File: config.mk
export PLATFORM = sky130hd
export DESIGN_NAME = ser_word_feeder
export DESIGN_NICKNAME = d
export VERILOG_FILES = /design/src/rtl/ser_feeder_pkg.sv /design/src/rtl/bit_tick_gen.sv /design/src/rtl/ser_word_feeder.sv
export SDC_FILE = /design/constraint.sdc
export NUM_CORES = 1
export LEC_CHECK = 0
export ABC_CLOCK_PERIOD_IN_PS = 2700
export BUFFER_PORTS_ARGS = -buffer_cell sky130_fd_sc_hd__buf_2
export CELL_PAD_IN_SITES_DETAIL_PLACEMENT = 1
export CELL_PAD_IN_SITES_GLOBAL_PLACEMENT = 2
export CORE_ASPECT_RATIO = 1.1
export CORE_MARGIN = 5
export CORE_UTILIZATION = 32
export DETAILED_ROUTE_END_ITERATION = 6
export GPL_ROUTABILITY_DRIVEN = 0
export GPL_TIMING_DRIVEN = 1
export PLACE_DENSITY = 0.76
export SYNTH_ARGS = -nofsm -noshare
export SYNTH_HDL_FRONTEND = slang
export SYNTH_SLANG_ARGS = --single-unit
File: constraint.sdc
create_clock -name clk -period 2.7 [get_ports clk]
set_input_delay 0.135 -clock clk [delete_from_list [all_inputs] [get_ports clk]]
set_output_delay 0.135 -clock clk [all_outputs]
set_load 0.02 [all_outputs]
File: src/rtl/ser_feeder_pkg.sv
// Shared types for the serial word feeder: FSM state encoding and
// downstream shift-direction constants.
package ser_feeder_pkg;

    typedef enum logic {
        IDLE  = 1'b0,
        SHIFT = 1'b1
    } state_t;

    localparam logic DIR_LEFT  = 1'b0;
    localparam logic DIR_RIGHT = 1'b1;

endpackage

File: src/rtl/bit_tick_gen.sv
// Bit-period divider: counts down from a reload value captured on load and
// flags the last cycle of each period while running.
module bit_tick_gen #(
    parameter int DIV_W = 8
) (
    input  logic             clk,
    input  logic             reset,
    input  logic             load,
    input  logic             run,
    input  logic [DIV_W-1:0] reload,
    output logic             tick
);

    logic [DIV_W-1:0] cnt;
    logic [DIV_W-1:0] period;

    // The period is captured at load so later changes to the reload input
    // cannot disturb a word already in flight.
    always_ff @(posedge clk) begin
        if (!reset) begin
            cnt    <= '0;
            period <= '0;
        end else if (load) begin
            cnt    <= reload;
            period <= reload;
        end else if (run) begin
            cnt <= (cnt == '0) ? period : cnt - 1'b1;
        end
    end

    assign tick = run && (cnt == '0);

endmodule

File: src/rtl/ser_word_feeder.sv
// Serializes a parallel word into a downstream shift register, ordering the
// bits so the register ends up holding the original word for either direction.
module ser_word_feeder
    import ser_feeder_pkg::*;
#(
    parameter int N     = 4,
    parameter int DIV_W = 8
) (
    input  logic             clk,
    input  logic             reset,
    input  logic [N-1:0]     in_data,
    input  logic             in_dir,
    input  logic [DIV_W-1:0] in_div,
    input  logic             in_valid,
    output logic             in_ready,
    output logic             ser_d,
    output logic             ser_en,
    output logic             ser_dir,
    output logic             busy,
    output logic             word_done
);

    localparam int CW = $clog2(N);
    localparam logic [CW-1:0] LAST = CW'(N - 1);

    state_t        state;
    logic [N-1:0]  shreg;
    logic          dir_q;
    logic          d_q;
    logic [CW-1:0] bitcnt;
    logic          tick;
    logic          accept;
    logic          last;

    assign accept = in_valid && (state == IDLE);
    assign last   = (bitcnt == LAST);

    bit_tick_gen #(.DIV_W(DIV_W)) u_tick (
        .clk    (clk),
        .reset  (reset),
        .load   (accept),
        .run    (state == SHIFT),
        .reload (in_div),
        .tick   (tick)
    );

    // Left-shifting downstream needs MSB first; right-shifting needs LSB first.
    always_ff @(posedge clk) begin
        if (!reset) begin
            state  <= IDLE;
            shreg  <= '0;
            dir_q  <= 1'b0;
            d_q    <= 1'b0;
            bitcnt <= '0;
        end else begin
            case (state)
                IDLE: begin
                    if (in_valid) begin
                        state  <= SHIFT;
                        shreg  <= in_data;
                        dir_q  <= in_dir;
                        d_q    <= (in_dir == DIR_RIGHT) ? in_data[0] : in_data[N-1];
                        bitcnt <= '0;
                    end
                end
                SHIFT: begin
                    if (tick) begin
                        if (last) begin
                            state  <= IDLE;
                            d_q    <= 1'b0;
                            bitcnt <= '0;
                        end else begin
                            bitcnt <= bitcnt + 1'b1;
                            if (dir_q == DIR_RIGHT) begin
                                shreg <= shreg >> 1;
                                d_q   <= shreg[1];
                            end else begin
                                shreg <= shreg << 1;
                                d_q   <= shreg[N-2];
                            end
                        end
                    end
                end
                default: state <= IDLE;
            endcase
        end
    end

    assign in_ready  = (state == IDLE);
    assign busy      = (state == SHIFT);
    assign ser_en    = busy && tick;
    assign word_done = ser_en && last;
    assign ser_d     = d_q;
    assign ser_dir   = dir_q;

endmodule

# After elaboration in Yosys (flattened, before gate mapping)
# Cells that the tools add are included.
# totals
reg_bits	25
latchBits	0
ramBits	0
romBits	0
input_bits	16
output_inout_bits	6
wordCells	45
n_memories	0
# classes
addsub	2
n_mul	0
n_div	0
order_cmp	0
eq_ne	4
n_shift	0
mux	22
bitwise_logic	1
reduce_logical	9
# op_table
cell	count
8-bit two-way mux	3
4-bit two-way mux	4
8-bit logical NOT	1
1-bit two-way mux	8
4-bit one-hot mux with 2 select lines	1
8-bit by 1-bit subtractor with 8-bit output, second input constant	1
2-bit two-way mux	3
1-bit logical AND	4
2-bit inequality test, second input constant	2
1-bit one-hot mux with 2 select lines	2
2-bit one-hot mux with 2 select lines	1
2-bit AND reduction	2
3-bit AND reduction	1
2-bit by 1-bit adder with 2-bit output, second input constant	1
2-bit equality test, second input constant	1
2-bit by 1-bit inequality test with 1-bit output, second input constant	1
2-bit nonzero test	1
1-bit NOT	1

# Longest topological paths before layout
# logic_depth
ltp_word	4
mapped_depth	7
mapped_depth_nobuf	6

# By module
# Synthesis repeated with hierarchy kept, for this count alone.
# hier_totals
cells_unflattened	156
area_unflattened_um2	1402.6
# modules_own_cells
mod	instances	cells_per_inst	area_per_inst_um2	seq_area_each_um2
bit_tick_gen	1	101	879.6	320.3
ser_word_feeder	1	55	523.0	180.2

# Worst setup path after synthesis
# Ideal clock, no wire load.
# synth_path
path_kind	reg2reg
start	reg u_tick.cnt[3]
end	reg state, in the netlist busy
setup_time_ps	124
t_arrival_ps	2172
t_required_ps	2576
setup_slack_ps	404
stages_incl_launch_ff	6
n_path_buf	1
synth_period_minus_slack_ps	2296
path_cell_list	dfxtp_1 > or4_1 > clkbuf_2 > nor4_1 > and2_1 > nor2_1
# synth_via
elab_chain_len	4
# synth_lines
item	line_no	source
start, declared	bit_tick_gen.sv:14	logic [DIV_W-1:0] cnt;
start signal, assigned	bit_tick_gen.sv:24	cnt <= reload;
start signal, assigned	bit_tick_gen.sv:27	cnt <= (cnt == '0) ? period : cnt - 1'b1;
8-bit logical NOT	bit_tick_gen.sv:31	assign tick = run && (cnt == '0);
1-bit logical AND	bit_tick_gen.sv:31	
1-bit two-way mux	ser_word_feeder.sv:67	if (tick) begin
1-bit one-hot mux with 2 select lines	ser_word_feeder.sv:56	case (state)
end signal, assigned	ser_word_feeder.sv:59	state <= SHIFT;
end signal, assigned	ser_word_feeder.sv:69	state <= IDLE;
end signal, assigned	ser_word_feeder.sv:84	default: state <= IDLE;
end, declared	ser_word_feeder.sv:26	state_t state;
# Every way passes these cells.
# A chain may end at the register's enable or synchronous reset.

# Worst setup path after layout
# layout_path
start	reg u_tick.cnt[3]
end	out word_done
# layout_via
elab_chain_len	4
# layout_lines
item	line_no	source
8-bit logical NOT	bit_tick_gen.sv:31	
1-bit logical AND	bit_tick_gen.sv:31	
1-bit logical AND	ser_word_feeder.sv:91	assign ser_en = busy && tick;
1-bit logical AND	ser_word_feeder.sv:92	assign word_done = ser_en && last;
end, declared	ser_word_feeder.sv:20	output logic word_done
# Every way passes these cells.

==> results by group <==
Outcome
  • Status: completed

Cells and area
  • Most common cell after layout, fill and taps aside: nand2_1
  • Antenna diode count: 0
  • Register area: 500 um2
  • Share of cells above drive strength 1: roughly a fifth
  • Final Non-Filler Cells: 239
  • Nets: between 200 and 250
  • Final instance area: between 0.0015 and 0.002 mm2
  • # fillers: 511
  • Most frequent cells in the layout: nand2_1, dfxtp_1, buf_2
  • Multi-input logic area: ~800 um2
  • Post-layout util: 38.5%
  • Synth-to-Final Area Change: 14.8%

Logic synthesis
  • Yosys cell types: 42
  • Asr flop ratio synth: 0%
  • Syn nets: about 190
  • Synth top area share: 36.8%
  • Yosys Warn Count: 0
  • Top post-synthesis cells by area: dfxtp_1, nand2_1, mux2i_1
  • Sequential share of the synthesized area: a little under two fifths
  • Syn avg cell area: about 8.1 um2
  • Post-synth top area cell: dfxtp_1
  • Mapped Area: ~0.0014 mm2
  • EDFF count, synth: 0
  • Top FF cell, synth: dfxtp_1
  • Post-synthesis register bit count: 25
  • Synthesized instance count: 169

Place
  • Dpl hpwl: around 2900 um
  • Cell Area, Placed: 0.00152 mm2
  • Number of port buffers: 21
  • Placed Instances: between 200 and 250

Die
  • Initial core utilization: 33.6%
  • Die Area: roughly 0.0057 mm2
  • Core ar.: approximately 0.0041 mm2
  • Die W: 72.2 um
  • Ports: 22
  • Die Height: 78.4 um
  • Num rows: 24

STA
  • Actual slew at the worst max-slew pin: 699 ps
  • Highest clock rate: 447 MHz
  • Min Tclk post-route: 2240 ps
  • Setup Viol. Count Final: 0
  • Worst relative slew slack: between 50% and 60%
  • Final hold viol count: 0
  • Max-slew violations: 0
  • Setup TNS: 0 ps
  • Tcrit/Tclk final: 82.9%
  • RSZ-0062 raised after global routing: no
  • Post-Route Skew: roughly 2.6 ps

Detailed routing
  • Final WL: 3980 um
  • # DRC: 0
  • Via/cell ratio: between 5 and 6
  • DRT antenna net count: 0
  • Routed WL per cell: between 15 and 20 um
  • Drt pass-1 iters: 4
  • Vias after detailed routing: around 1300
  • Initial DRC count: 55

GRT
  • Gr usage total: 15.0%
  • Largest net degree at the start of global routing: 26
  • Met1 GRT Util: about a fifth
  • First-pass GRT wire length: a little under 7000 um
  • Total gr overflow: 0
  • GR Util met2: a little over a quarter
  • Vias in the first global route: 1366
  • GRT met3 Usage: ~2.2%
  • Initial antenna violation count: 0
  • Busiest layer in global routing: met2

Clocking
  • Sink Count: 25
  • Hold-fix buffers, CTS: 0
  • Max clock buf depth: 2
  • Root Driver: clkbuf_8
  • Clock latency at the later pin of the worst-skew pair: between 200 and 300 ps
  • Setup bufs post-CTS: 0
  • TritonCTS Buffers: 3
  • Resize count post-CTS: 0
  • Number of H-tree levels: 1
  • Clock slew at reported path FFs: 90 ps
  • TritonCTS clock tree: yes

Power and ir drop
  • Sw Share: 33.7%
  • Reg power frac: a little under half
  • Comb pwr share: 28.4%
  • PD cells: 597 mW/mm2
  • Internal power: about 0.6 mW
  • Overall Power: ~0.93 mW
  • NetSw: ~0.31 mW
  • Power share of the clock group: between 20% and 30%
  • Maximum VDD drop: approximately 0.24 mV
  • Pleak: 0.639 nW

Worst setup path
  • Crit path capture type: primary output
  • CP max stage delay: 690 ps
  • Critical Path Slowest Stage Cell: or4_1
  • CP Launch Type: register
  • CP max FO: 7
  • CP required: 2570 ps
  • WS Path Type: register to primary output
  • Worst R2R Path Depth: 6
  • WP data arrival: ~2100 ps
  • Worst-path cell chain: or4_1 -> nor4_1 -> and2_1 -> buf_2

Worst hold path
  • Hold Path Stages: 3
  • Hold Path Class: input pin to register

Job
  • Maxcap violations: 0
-- cell type report --
type / count / area share, %
Multi-Input combinational cell: 129 / 51.3
Sequential cell: 25 / 32.0
Timing Repair Buffer: 25 / 8.65
Tap cell: 52 / 4.16
Clock buffer: 4 / 2.88
Inverter: 4 / 0.961
-- stage by stage --
step,setup slack [ps],hold WS (ps)
4_1_cts,440,101
3_5_place_dp,668,397
2_1_floorplan,404,271
3_3_place_gp,749,389
5_1_grt,347,111
6_report,463,99.5
-- power groups by stage --
stage	Clock, mW	Combinational [mW]	Sequential (mW)
after floorplan	0	0.194	0.434
after global placement	0	0.261	0.440
after detailed placement	0	0.267	0.442
after CTS	0.240	0.269	0.433
after global routing	0.255	0.296	0.439
final	0.234	0.265	0.433
-- critical path, delay by kind of cell (launching register included) --
kind / cells / cell delay (ps)
AND/OR/NAND/NOR: 3 / 1280
flip-flops: 1 / 370
buffers and inverters: 1 / 170
-- state kept, by name, indices dropped and copies added (netlist names) --
name / cells
ser_dir: 1
busy: 1
u_tick.cnt: 8
shreg: 4
u_tick.period: 8
bitcnt: 2
ser_d: 1
-- Yosys cell counts (4+ instances only) --
master     n
clkbuf_1   8
nand3_1    7
mux2_2     4
o21ai_0   16
nor2_1     6
mux2i_1    8
dfxtp_1   25
nand2_1   32
a21oi_1   13
-- worst paths after layout --
check,start,end,slack [ps]
max reg2reg,u_tick.cnt[0],shreg[0],640
min,in_div[5],u_tick.period[5],100
min reg2reg,u_tick.period[0],u_tick.period[0],470
max,u_tick.cnt[3],word_done,460
-- routing by layer --
metal / part of all wire, % / vias to the layer above / routed length, um
met3: 4.0 / 5 / 158
met1: 46 / 606 / 1820
met5: 0 / - / 0
li1: - / 638 / -
met4: 1.2 / 0 / 49
met2: 49 / 21 / 1940
-- kinds of logic after synthesis --
logic type | share of synthesized area [%]
simple gates | 24.1
compound gates | 21.0
flops | 36.8
buf+inv | 4.32
mux | 9.19
xor+xnor | 1.93
fa+ha+maj | 2.76
No activity file was read; power rests on OpenSTA's default activity.
